$ cat config.mk
export PLATFORM = sky130hd
export DESIGN_NAME = mem_arbiter_flat
export DESIGN_NICKNAME = d
export VERILOG_FILES = /design/src/rtl/mem_arb_pkg.sv /design/src/rtl/mem_arbiter_if.sv /design/src/rtl/mem_arbiter_starve_cnt.sv /design/src/rtl/mem_arbiter.sv /design/src/flat_wrapper.sv
export SDC_FILE = /design/constraint.sdc
export NUM_CORES = 1
export LEC_CHECK = 0
export ABC_AREA = 1
export BUFFER_PORTS_ARGS = -buffer_cell sky130_fd_sc_hd__buf_2
export CORE_AREA = 2 2 104 106
export CTS_BUF_LIST = sky130_fd_sc_hd__clkbuf_2
export DETAILED_ROUTE_END_ITERATION = 8
export DIE_AREA = 0 0 106 108
export PLACE_DENSITY = 0.59
export SYNTH_ARGS = -nofsm -noshare
export SYNTH_HDL_FRONTEND = slang
export SYNTH_SLANG_ARGS = --single-unit
$ cat constraint.sdc
create_clock -name clk -period 2.25 [get_ports clk]
set_clock_uncertainty 0.1 [all_clocks]
set_input_delay 0.225 -clock clk [delete_from_list [all_inputs] [get_ports clk]]
set_output_delay 0.225 -clock clk [all_outputs]
set_load 0.02 [all_outputs]
$ cat src/rtl/mem_arb_pkg.sv
// Shared types and default parameters for the
// instruction/data memory arbiter.
package mem_arb_pkg;

    localparam int DEF_ADDR_W     = 32;
    localparam int DEF_DATA_W     = 32;
    localparam int DEF_STARVE_MAX = 4;

    typedef enum logic [1:0] {
        OWN_NONE = 2'd0,
        OWN_I    = 2'd1,
        OWN_D    = 2'd2
    } owner_t;

    function automatic int cnt_w(input int max_val);
        return $clog2(max_val + 1);
    endfunction

endpackage

$ cat src/rtl/mem_arbiter_if.sv
// Requester and memory-side bus bundle for mem_arbiter.
// slave is the arbiter view, master the environment view.
interface mem_arbiter_if
    import mem_arb_pkg::*;
#(
    parameter int ADDR_W = DEF_ADDR_W,
    parameter int DATA_W = DEF_DATA_W
);

    logic              i_req;
    logic [ADDR_W-1:0] i_addr;
    logic              i_ready;
    logic              i_rvalid;
    logic [DATA_W-1:0] i_rdata;

    logic              d_req;
    logic              d_we;
    logic [ADDR_W-1:0] d_addr;
    logic [DATA_W-1:0] d_wdata;
    logic              d_ready;
    logic              d_rvalid;
    logic [DATA_W-1:0] d_rdata;

    logic              mem_en;
    logic              mem_we;
    logic [ADDR_W-1:0] mem_addr;
    logic [DATA_W-1:0] mem_wdata;
    logic [DATA_W-1:0] mem_rdata;

    modport slave (
        input  i_req, i_addr,
        input  d_req, d_we, d_addr, d_wdata,
        input  mem_rdata,
        output i_ready, i_rvalid, i_rdata,
        output d_ready, d_rvalid, d_rdata,
        output mem_en, mem_we, mem_addr, mem_wdata
    );

    modport master (
        output i_req, i_addr,
        output d_req, d_we, d_addr, d_wdata,
        output mem_rdata,
        input  i_ready, i_rvalid, i_rdata,
        input  d_ready, d_rvalid, d_rdata,
        input  mem_en, mem_we, mem_addr, mem_wdata
    );

endinterface

$ cat src/rtl/mem_arbiter_starve_cnt.sv
// Saturating count of consecutive instruction-port denials.
module arb_starve_cnt
    import mem_arb_pkg::*;
#(
    parameter  int STARVE_MAX = DEF_STARVE_MAX,
    localparam int W          = cnt_w(STARVE_MAX)
) (
    input  logic clk,
    input  logic reset,
    input  logic inc,
    input  logic clr,
    output logic at_max
);

    logic [W-1:0] cnt_q;
    logic [W-1:0] cnt_d;

    assign at_max = (cnt_q == W'(STARVE_MAX));

    always_comb begin
        cnt_d = cnt_q;
        if (clr) begin
            cnt_d = '0;
        end else if (inc && !at_max) begin
            cnt_d = cnt_q + 1'b1;
        end
    end

    always_ff @(posedge clk) begin
        if (reset) begin
            cnt_q <= '0;
        end else begin
            cnt_q <= cnt_d;
        end
    end

endmodule

$ cat src/rtl/mem_arbiter.sv
// Two-port (fetch/data) single-memory arbiter with data priority,
// bounded fetch starvation and one-cycle read response routing.
module mem_arbiter
    import mem_arb_pkg::*;
#(
    parameter int ADDR_W     = DEF_ADDR_W,
    parameter int DATA_W     = DEF_DATA_W,
    parameter int STARVE_MAX = DEF_STARVE_MAX
) (
    input  logic          clk,
    input  logic          reset,
    mem_arbiter_if.slave  bus
);

    logic              at_max;
    logic              take_i;
    logic              take_d;
    logic              i_gnt;
    logic              d_gnt;
    logic [ADDR_W-1:0] addr_mux;
    logic [DATA_W-1:0] wdata_mux;
    owner_t            owner_q;
    owner_t            owner_d;

    arb_starve_cnt #(
        .STARVE_MAX(STARVE_MAX)
    ) u_starve (
        .clk   (clk),
        .reset (reset),
        .inc   (bus.i_req && !i_gnt),
        .clr   (!bus.i_req || i_gnt),
        .at_max(at_max)
    );

    assign take_i = bus.i_req && (!bus.d_req || at_max);
    assign take_d = bus.d_req && !take_i;

    always_comb begin
        i_gnt     = 1'b0;
        d_gnt     = 1'b0;
        addr_mux  = '0;
        wdata_mux = '0;
        owner_d   = OWN_NONE;
        unique case (1'b1)
            (!reset && take_i): begin
                i_gnt    = 1'b1;
                addr_mux = bus.i_addr;
                owner_d  = OWN_I;
            end
            (!reset && take_d): begin
                d_gnt     = 1'b1;
                addr_mux  = bus.d_addr;
                wdata_mux = bus.d_wdata;
                owner_d   = bus.d_we ? OWN_NONE : OWN_D;
            end
            default: ;
        endcase
    end

    assign bus.i_ready   = i_gnt;
    assign bus.d_ready   = d_gnt;
    assign bus.mem_en    = i_gnt || d_gnt;
    assign bus.mem_we    = d_gnt && bus.d_we;
    assign bus.mem_addr  = addr_mux;
    assign bus.mem_wdata = wdata_mux;

    // Gating with reset drops a response whose read was issued just before.
    assign bus.i_rvalid = (owner_q == OWN_I) && !reset;
    assign bus.d_rvalid = (owner_q == OWN_D) && !reset;
    assign bus.i_rdata  = bus.mem_rdata;
    assign bus.d_rdata  = bus.mem_rdata;

    always_ff @(posedge clk) begin
        if (reset) begin
            owner_q <= OWN_NONE;
        end else begin
            owner_q <= owner_d;
        end
    end

endmodule

$ cat src/flat_wrapper.sv
// flat-port wrapper written by rule: the top's interface ports become plain ports
module mem_arbiter_flat import mem_arb_pkg::*;
#(
    parameter int ADDR_W     = DEF_ADDR_W,
    parameter int DATA_W     = DEF_DATA_W,
    parameter int STARVE_MAX = DEF_STARVE_MAX
)
  (clk, reset, bus_i_req, bus_i_addr, bus_d_req, bus_d_we, bus_d_addr, bus_d_wdata, bus_mem_rdata, bus_i_ready, bus_i_rvalid, bus_i_rdata, bus_d_ready, bus_d_rvalid, bus_d_rdata, bus_mem_en, bus_mem_we, bus_mem_addr, bus_mem_wdata);
  mem_arbiter_if #(.ADDR_W(ADDR_W), .DATA_W(DATA_W)) bus_i ();
  input  logic clk;
  input  logic reset;
  input wire logic [$bits(bus_i.i_req)-1:0] bus_i_req;
  input wire logic [$bits(bus_i.i_addr)-1:0] bus_i_addr;
  input wire logic [$bits(bus_i.d_req)-1:0] bus_d_req;
  input wire logic [$bits(bus_i.d_we)-1:0] bus_d_we;
  input wire logic [$bits(bus_i.d_addr)-1:0] bus_d_addr;
  input wire logic [$bits(bus_i.d_wdata)-1:0] bus_d_wdata;
  input wire logic [$bits(bus_i.mem_rdata)-1:0] bus_mem_rdata;
  output wire logic [$bits(bus_i.i_ready)-1:0] bus_i_ready;
  output wire logic [$bits(bus_i.i_rvalid)-1:0] bus_i_rvalid;
  output wire logic [$bits(bus_i.i_rdata)-1:0] bus_i_rdata;
  output wire logic [$bits(bus_i.d_ready)-1:0] bus_d_ready;
  output wire logic [$bits(bus_i.d_rvalid)-1:0] bus_d_rvalid;
  output wire logic [$bits(bus_i.d_rdata)-1:0] bus_d_rdata;
  output wire logic [$bits(bus_i.mem_en)-1:0] bus_mem_en;
  output wire logic [$bits(bus_i.mem_we)-1:0] bus_mem_we;
  output wire logic [$bits(bus_i.mem_addr)-1:0] bus_mem_addr;
  output wire logic [$bits(bus_i.mem_wdata)-1:0] bus_mem_wdata;
  assign bus_i.i_req = bus_i_req;
  assign bus_i.i_addr = bus_i_addr;
  assign bus_i.d_req = bus_d_req;
  assign bus_i.d_we = bus_d_we;
  assign bus_i.d_addr = bus_d_addr;
  assign bus_i.d_wdata = bus_d_wdata;
  assign bus_i.mem_rdata = bus_mem_rdata;
  assign bus_i_ready = bus_i.i_ready;
  assign bus_i_rvalid = bus_i.i_rvalid;
  assign bus_i_rdata = bus_i.i_rdata;
  assign bus_d_ready = bus_i.d_ready;
  assign bus_d_rvalid = bus_i.d_rvalid;
  assign bus_d_rdata = bus_i.d_rdata;
  assign bus_mem_en = bus_i.mem_en;
  assign bus_mem_we = bus_i.mem_we;
  assign bus_mem_addr = bus_i.mem_addr;
  assign bus_mem_wdata = bus_i.mem_wdata;
  mem_arbiter #(.ADDR_W(ADDR_W), .DATA_W(DATA_W), .STARVE_MAX(STARVE_MAX)) u_core (.clk(clk), .reset(reset), .bus(bus_i));
endmodule
==> impl_metrics.toml, run 1 <==
[outcome]
run_status = "complete, no violations"

[sta]
fmax_ghz = 0.481
relSlewSlack_pct = 75.8
rsz0062_at_grt = "false"
holdWs_ns = 0.0959
period_needed_ns = 2.08
finalSetupTns_ns = 0
fin_crit_sh_pct = 92.4
worst_pin_slew_ns = 0.362
setup_viol = 0
maxSlewViolCount = 0
timing.final.hold_violations = 0

[critical_path]
cp.arrival_ns = 1.75
end_kind = "output port"
cp-endpoint = "bus_mem_wdata[10]"
startpoint = "u_core.u_starve.cnt_q[0]"
path_class = "flop to output port"
regToRegSetupSlack_ns = 0.79
required_ns = 1.92
ff2ff_path_depth = 7
start_kind = "flop"
path_max_fanout = 35
r2r_end = "u_core.owner_q[1]"
rr_startpoint = "u_core.u_starve.cnt_q[0]"

[yosys]
synth_area_leaders = "buf_4 31%, nand4_1 13%, nand3_1 9.9%"
synthDistinctLibCells = 22
yosysTopAreaCellShare_pct = 30.5
netlist_area_sq_um = 1620
yosys_warnings = 0
synth_seq_cells = 5
synthArstFlopShare_pct = 0
synth_largest_area_cell = "buf_4"
syn-num-nets = 417
synth-edff-count = 0
synthTopCellsByCount = "66 x buf_4, 39 x inv_1, 39 x nor2_1, 34 x nand2_1, 34 x nand4_1"
yosysSeqAreaShare_pct = 6.17
syn_avg_cell_area_sq_um = 5.75
synth_most_common_cell = "buf_4"
synth_ff_type = "dfxtp_1"
netlist_instances = 282

[floorplan]
die_y_um = 108
rows = 37
start_util_pct = 15.9
core-area_sq_um = 10200
dieWidth_um = 106
die_area_sq_um = 11400
ios = 267

[cts]
clock_latency_ns = 0.22
clock_path_buffers = 2
cts_tree = "yes"
cts.sinks = 5
htreeDepth = 1
path_clk_slew_ns = 0.06
clock-root-buffer = "clkbuf_2"
numCtsBuffers = 3
cts_hold_buf = 0

[placement]
io_buffers = 170
place_hpwl_um = 4710
post_dp_cell_area_sq_um = 2080
globalplace.congestion = 0.699

[grt]
track_usage_pct = 9.07
grt_pass1_wl_um = 8490
grt_pass1_vias = 1791
grt_max_degree = 36
grt_overflow = 0
antenna_found_initial = 0

[route]
drt_wl_total_um = 5930
ant_nets = 0
first_pass_iters = 5
drc = 0
wire_per_inst_um = 11.5
first_iter_violations = 78
vias = 2016
viasPerCell = 3.92

[layout]
fin_area_sq_um = 2140
final_nets = 514
drive_above_1_share_pct = 49.2
fin_util_pct = 20.9
area_delta_synth_final_pct = 31.7
fillers = 1200
n_antenna_cell = 0

[run]
drv_cap = 0

[pwr]
vdd_drop_max_mv = 0.0996
power.leakage_nw = 1.46
power_density_nw_per_um2 = 253

[hold_path]
hp-class = "input pin to flop"
## cells by family after synthesis
logic type | synth area share (%)
AO/OA/AOI/OAI | 0.925
XOR/XNOR | 0.540
adder cells (fa/ha/maj) | 1.54
buffers and inverters | 46.5
flip-flops | 6.17
AND/OR/NAND/NOR | 44.3
## stage by stage
step	setup slack [ns]	total power, mW	std cells
after global routing	0.0111	0.589	514
final	0.171	0.541	514
after global placement	0.163	0.452	509
after detailed placement	0.121	0.452	509
after floorplan	0.546	0.462	282
after CTS	0.0900	0.543	513
## worst min path at each step
stage / from / to / slack [ns] / cells after the start
global route: bus_d_we / u_core.owner_q[1] / 0.09 / 2
detailed placement: bus_d_we / u_core.owner_q[1] / 0.34 / 2
global placement: bus_d_we / u_core.owner_q[1] / 0.33 / 2
floorplan: bus_d_we / u_core.owner_q[1] / 0.20 / 1
finish: bus_d_we / u_core.owner_q[1] / 0.1 / 2
CTS: bus_d_we / u_core.owner_q[1] / 0.09 / 2
## flip-flops by register name, summed over array words and instances (netlist names)
signal	count
u_core.owner_q	2
u_core.u_starve.cnt_q	3
## where the power goes
part           internal, mW  switching (mW)
Clock                0.0470          0.0385
Sequential           0.0909        0.000900
Combinational         0.142           0.222
## cells in the final DEF (no fill, tap or decap), drive strengths merged, types with 2 or more instances in the layout
cell / n
nand2: 39
nor2: 40
ha: 2
dfxtp: 5
nand3: 32
buf: 175
nand4: 34
clkbuf: 4
inv: 40
a21oi: 2
## worst max-delay path: stages (launching register included)
cell and delay [ns]:
dfxtp_1 0.33, inv_1 0.07, ha_1 0.23, nand2_2 0.13
nand2_4 0.11, nand2_8 0.16, nand2_8 0.15, nor2_1 0.16
buf_2 0.18
## area by class of cell
class                      count  area (sq um)  area share (%)
sequential                     5           100            4.68
multi-input combinational    153           797            37.3
inverter                      41           154            7.20
timing repair buffer         175           896            41.9
clock buffer                   4          20.0           0.937
tap                          136           170            7.96
## what timing repair did
item                                   4_1_cts  5_1_grt
setup buffers                                0        0
setup endpoints to repair                   34       23
endpoints found under the hold margin        0        0
resized for setup                            2        2
cloned                                       0        1
pin swaps                                    0        1
## metal layers
metal,track usage [%],up-vias,wire length [um]
met1,9.07,825,2140
met2,17.3,146,2920
met5,0,-,0
li1,-,1023,-
met3,2.89,22,705
met4,3.76,0,172
No activity file was read; power rests on OpenSTA's default activity.
==> inputs of run 2 (changes only) <==
--- a/config.mk
+++ b/config.mk
@@ -7,11 +7,11 @@
 export LEC_CHECK = 0
 export ABC_AREA = 1
 export BUFFER_PORTS_ARGS = -buffer_cell sky130_fd_sc_hd__buf_2
-export CORE_AREA = 2 2 104 106
+export CORE_AREA = 2 2 105 107
 export CTS_BUF_LIST = sky130_fd_sc_hd__clkbuf_2
 export DETAILED_ROUTE_END_ITERATION = 8
-export DIE_AREA = 0 0 106 108
-export PLACE_DENSITY = 0.59
+export DIE_AREA = 0 0 107 109
 export SYNTH_ARGS = -nofsm -noshare
 export SYNTH_HDL_FRONTEND = slang
+export SYNTH_HIERARCHICAL = 1
 export SYNTH_SLANG_ARGS = --single-unit
==> constraint.sdc (replaced) <==
create_clock -name clk -period 1.71 [get_ports clk]
set_clock_uncertainty 0.1 [all_clocks]
set_input_delay 0.171 -clock clk [delete_from_list [all_inputs] [get_ports clk]]
set_output_delay 0.171 -clock clk [all_outputs]
set_load 0.02 [all_outputs]
==> impl_metrics.toml, run 2 <==
[yosys]
yosysSeqAreaShare_pct = 5.78
synthTopCellsByCount = "65 x buf_4, 46 x inv_1, 39 x nand2_1, 35 x nand3_1, 32 x nand4_1"
synth_most_common_cell = "buf_4"
synth_area_leaders = "buf_4 28%, nand4_1 12%, nand3_1 10%"
netlist_area_sq_um = 1730
yosysTopAreaCellShare_pct = 28.2
synth_largest_area_cell = "buf_4"
synth_seq_cells = 5
synth_ff_type = "dfxtp_1"
synthDistinctLibCells = 19
synthArstFlopShare_pct = 0
syn_avg_cell_area_sq_um = 5.91
synth-edff-count = 0
netlist_instances = 293
syn-num-nets = 428
yosys_warnings = 6

[sta]
finalSetupTns_ns = -11.67
rsz0062_at_grt = "true"
setup_viol = 68
fmax_ghz = 0.516
fin_crit_sh_pct = 113
period_needed_ns = 1.94
maxSlewViolCount = 0
timing.final.hold_violations = 0
relSlewSlack_pct = 67.3
worst_pin_slew_ns = 0.490
fin_ws_ns = -0.227

[route]
drc = 0
vias = 2373
drt_wl_total_um = 8360
ant_nets = 0
viasPerCell = 4.26
first_pass_iters = 4
wire_per_inst_um = 15.0
first_iter_violations = 111

[placement]
globalplace.congestion = 0.747
place_hpwl_um = 5330
io_buffers = 170

[floorplan]
dieWidth_um = 107
rows = 38
start_util_pct = 16.3
die_y_um = 109
die_area_sq_um = 11700
core-area_sq_um = 10600
ios = 267

[layout]
drive_above_1_share_pct = 70.5
final_cell_mix = "103 x buf_2, 55 x buf_6, 41 x inv_1"
mostFrequentLayoutCell = "buf_2"
final_nets = 553
fillers = 1101
fin_util_pct = 32.1
top_regs = "u_core/u_starve/cnt_q (3), u_core/owner_q (2)"
largest-register = "u_core/u_starve/cnt_q"
area_delta_synth_final_pct = 96.7
n_antenna_cell = 0
largest_reg_flops = 3

[cts]
numCtsBuffers = 3
clock_latency_ns = 0.22
cts_tree = "yes"
htreeDepth = 1
cts.sinks = 5
clock-root-buffer = "clkbuf_2"
path_clk_slew_ns = 0.07
clock_path_buffers = 2

[grt]
grt_pass1_wl_um = 10000
grt_overflow = 0
grt_max_degree = 33
grt_pass1_vias = 2025
antenna_found_initial = 0
track_usage_pct = 11.0

[critical_path]
path_class = "flop to output port"
required_ns = 1.44
start_kind = "flop"
path_max_fanout = 8
cp.arrival_ns = 1.67
end_kind = "output port"

[pwr]
vdd_drop_max_mv = 0.106
power.leakage_nw = 1.77
power_density_nw_per_um2 = 306

[run]
drv_cap = 0

[hold_path]
hp-class = "input pin to flop"

[outcome]
failed_checks = "negative setup slack"
run_status = "finished, violations left"
run 2: changes by cell type after synthesis, moves of 2 or more:
cell / delta
nand4_1: -2
nand2_1: +5
buf_6: +2
nand3_1: +3
buf_2: -2
nand2_2: +2
clkbuf_1: -2
nor2_1: -11
inv_1: +7
nand2_4: -2
nor2_2: +13
clkbuf_8: +3
run 2: kinds of logic (layout without fill, tap and decap cells):
family,count (synthesis),after routing,synth area share [%]
AO/OA/AOI/OAI,2,2,0.578
AND/OR/NAND/NOR,154,161,45.3
adder cells (fa/ha/maj),2,2,1.45
flip-flops,5,5,5.78
buffers and inverters,130,247,46.9
run 2: layer usage:
layer	GRT usage (%)	wire length, um	vias up
met5	0	0	-
met4	4.27	201	0
met3	2.09	803	21
met2	22.2	4440	177
met1	11.1	2910	1058
li1	-	-	1117
run 2: final cells by class:
type	instances	area [sq um]	share of cell area, %
Timing Repair Buffer	196	1600	46.9
Multi-Input combinational cell	165	1330	39.1
Inverter	47	176	5.18
Tap cell	140	175	5.15
Sequential cell	5	103	3.01
Clock buffer	4	20.0	0.588
run 2: timing repair:
item | in CTS | in global routing
setup buffers | 2 | 5
cloned | 6 | 7
pin swaps | 5 | 25
gates resized for setup | 131 | 100
hold endpoints to repair | 0 | 0
setup endpoints to repair | 69 | 71
hold buffers | 0 | 0
run 2: metrics by stage:
stage                     power [mW]  instance area, sq um  hold slack [ns]  setup slack, ns  cells
final                           1.04                  3400           0.0284           -0.227    557
after floorplan                0.634                  1740            0.143          -0.0409    293
after global routing            1.11                  3400           0.0296           -0.319    557
after CTS                      0.891                  2790           0.0187           -0.208    545
after detailed placement       0.646                  2270            0.242          -0.0781    533
after global placement         0.644                  2270            0.242          -0.0486    533
run 2: final timing paths:
| check | slack [ns] | start | cells after the start | to |
|---|---|---|---|---|
| min | 0.03 | bus_d_we | 2 | u_core/owner_q[1] |
| max | -0.23 | u_core/u_starve/cnt_q[0] | 11 | bus_mem_wdata[1] |
| min reg2reg | 0.42 | u_core/u_starve/cnt_q[2] | 2 | u_core/u_starve/cnt_q[2] |
| max reg2reg | 0.07 | u_core/u_starve/cnt_q[0] | 14 | u_core/u_starve/cnt_q[2] |
run 2: critical path: stages, from the launching register on:
cell,delay (ns)
dfxtp_2,0.34
inv_2,0.05
ha_4,0.15
nand2_2,0.06
inv_2,0.03
inv_2,0.05
nand2_4,0.08
nand2_8,0.09
buf_12,0.19
nand2_4,0.10
nor2_2,0.13
buf_4,0.15
run 2: report_power, final:
part | total, mW | switching [mW] | internal [mW]
sequential | 0.123 | 0.00209 | 0.121
clock | 0.114 | 0.0517 | 0.0621
combinational | 0.806 | 0.434 | 0.371
==> inputs of run 3 (changes only) <==
--- a/config.mk
+++ b/config.mk
@@ -11,6 +11,8 @@
 export CTS_BUF_LIST = sky130_fd_sc_hd__clkbuf_2
 export DETAILED_ROUTE_END_ITERATION = 8
 export DIE_AREA = 0 0 107 109
+export GPL_ROUTABILITY_DRIVEN = 0
+export SKIP_CTS_REPAIR_TIMING = 1
 export SYNTH_ARGS = -nofsm -noshare
 export SYNTH_HDL_FRONTEND = slang
 export SYNTH_HIERARCHICAL = 1
==> impl_metrics.toml, run 3 (synthesis results as in run 2) <==
[sta]
fin_ws_ns = -0.240
period_needed_ns = 1.95
fin_crit_sh_pct = 114
maxSlewViolCount = 0
holdWs_ns = 0.0312
timing.final.hold_violations = 0
rsz0062_at_grt = "true"
worst_pin_slew_ns = 0.514
fmax_ghz = 0.513
setup_viol = 68
relSlewSlack_pct = 65.7

[floorplan]
core-area_sq_um = 10600
dieWidth_um = 107
die_y_um = 109
ios = 267
start_util_pct = 16.3
rows = 38
die_area_sq_um = 11700

[layout]
fillers = 1109
mostFrequentLayoutCell = "buf_2"
n_antenna_cell = 0
area_delta_synth_final_pct = 88.2
final_nets = 547
final_cell_mix = "110 x buf_2, 41 x buf_6, 41 x inv_1"
final_cells = 551
drive_above_1_share_pct = 70.1
fin_util_pct = 30.7
largest_reg_flops = 3
top_regs = "u_core/u_starve/cnt_q (3), u_core/owner_q (2)"
largest-register = "u_core/u_starve/cnt_q"

[critical_path]
end_kind = "output port"
path_max_fanout = 8
rr_startpoint = "u_core/u_starve/cnt_q[0]"
path_class = "flop to output port"
ff2ff_path_depth = 14
cp_slowest_cell = "dfxtp_2"
r2r_end = "u_core/u_starve/cnt_q[2]"
regToRegSetupSlack_ns = 0.05
required_ns = 1.44
path_common_cell = "inv_2"
cp.arrival_ns = 1.68
crit_chain = "inv_2, ha_4, nand2_2, inv_2, inv_2, nand2_4, nand2_8, buf_12, nand2_8, nor2_4, buf_4"
start_kind = "flop"
max_stage_delay_ns = 0.34

[cts]
numCtsBuffers = 3
cts.sinks = 5
clock_path_buffers = 2
clock-root-buffer = "clkbuf_2"
htreeDepth = 1
cts_tree = "yes"
clock_latency_ns = 0.22
path_clk_slew_ns = 0.07

[grt]
grt_pass1_vias = 1852
antenna_found_initial = 0
globalRouteMet3Util_pct = 1.79
grt_util_met2_pct = 19.2
track_usage_pct = 9.63
met1_usage_pct = 10.1
grt_overflow = 0
grt_pass1_wl_um = 8870
grt_max_degree = 37
top_usage_layer = "met2"

[pwr]
total_power_uw = 996
clockPowerShare_pct = 11.4
vdd_drop_max_mv = 0.107
p_sw_share_pct = 47.8
p_int_uw = 520
power_density_nw_per_um2 = 306
power.leakage_nw = 1.71
p_seq_share_pct = 12.3
power_frac_comb_pct = 76.2
p_switching_uw = 476

[route]
vias = 2319
first_pass_iters = 6
first_iter_violations = 74
ant_nets = 0
viasPerCell = 4.21
drt_wl_total_um = 7820
wire_per_inst_um = 14.2
drc = 0

[outcome]
run_status = "finished, violations left"
failed_checks = "negative setup slack"

[hold_path]
hold_end = "u_core/owner_q[1]"
holdPathStages = 2
holdCritStartpoint = "bus_d_we"
hp-class = "input pin to flop"

[run]
drv_cap = 0

[placement]
io_buffers = 170
dp_slack_ns = -0.0781
place_hpwl_um = 5330
dpl.cell_count = 533
## run 3: worst max path at each step
| stage | startpoint | endpoint | cells after the start |
|---|---|---|---|
| after global routing | u_core/u_starve/cnt_q[1] | bus_mem_wdata[14] | 11 |
| after floorplan | u_core/u_starve/cnt_q[0] | bus_mem_wdata[10] | 10 |
| final | u_core/u_starve/cnt_q[0] | bus_mem_wdata[4] | 11 |
| after detailed placement | u_core/u_starve/cnt_q[0] | bus_mem_wdata[9] | 11 |
| after global placement | u_core/u_starve/cnt_q[0] | bus_mem_wdata[19] | 11 |
| after CTS | u_core/u_starve/cnt_q[0] | bus_mem_wdata[9] | 11 |
## run 3: power groups by stage
stage,clock network (mW),logic [mW],registers [mW]
floorplan,0,0.509,0.125
global placement,0,0.519,0.124
detailed placement,0,0.521,0.125
CTS,0.120,0.522,0.122
global route,0.127,0.812,0.123
finish,0.114,0.759,0.123
## run 3: area by class of cell
type | count | area (sq um) | area share (%)
repair buffers | 190 | 1430 | 43.8
clock buffers | 4 | 20.0 | 0.615
well taps | 140 | 175 | 5.38
flip-flops and latches | 5 | 103 | 3.15
multi-input cells | 165 | 1360 | 41.7
inverters | 47 | 176 | 5.42
## run 3: worst max-delay path: cells and delay by family (launching register included)
kind	cells	cell delay, ns
simple gates	5	0.48
buf+inv	5	0.47
flops	1	0.34
fa+ha+maj	1	0.15
## run 3: stage by stage
step                cell area (sq um)  TNS, ns
floorplan                        1740   -0.520
detailed placement               2270    -1.47
finish                           3260   -12.67
global route                     3260   -19.80
global placement                 2270   -0.712
CTS                              2290   -18.12
## run 3: layer usage
layer,share of wire [%],wire (um)
met1,36,2810
met5,0,0
met4,2.1,164
met3,8.5,661
met2,53,4180
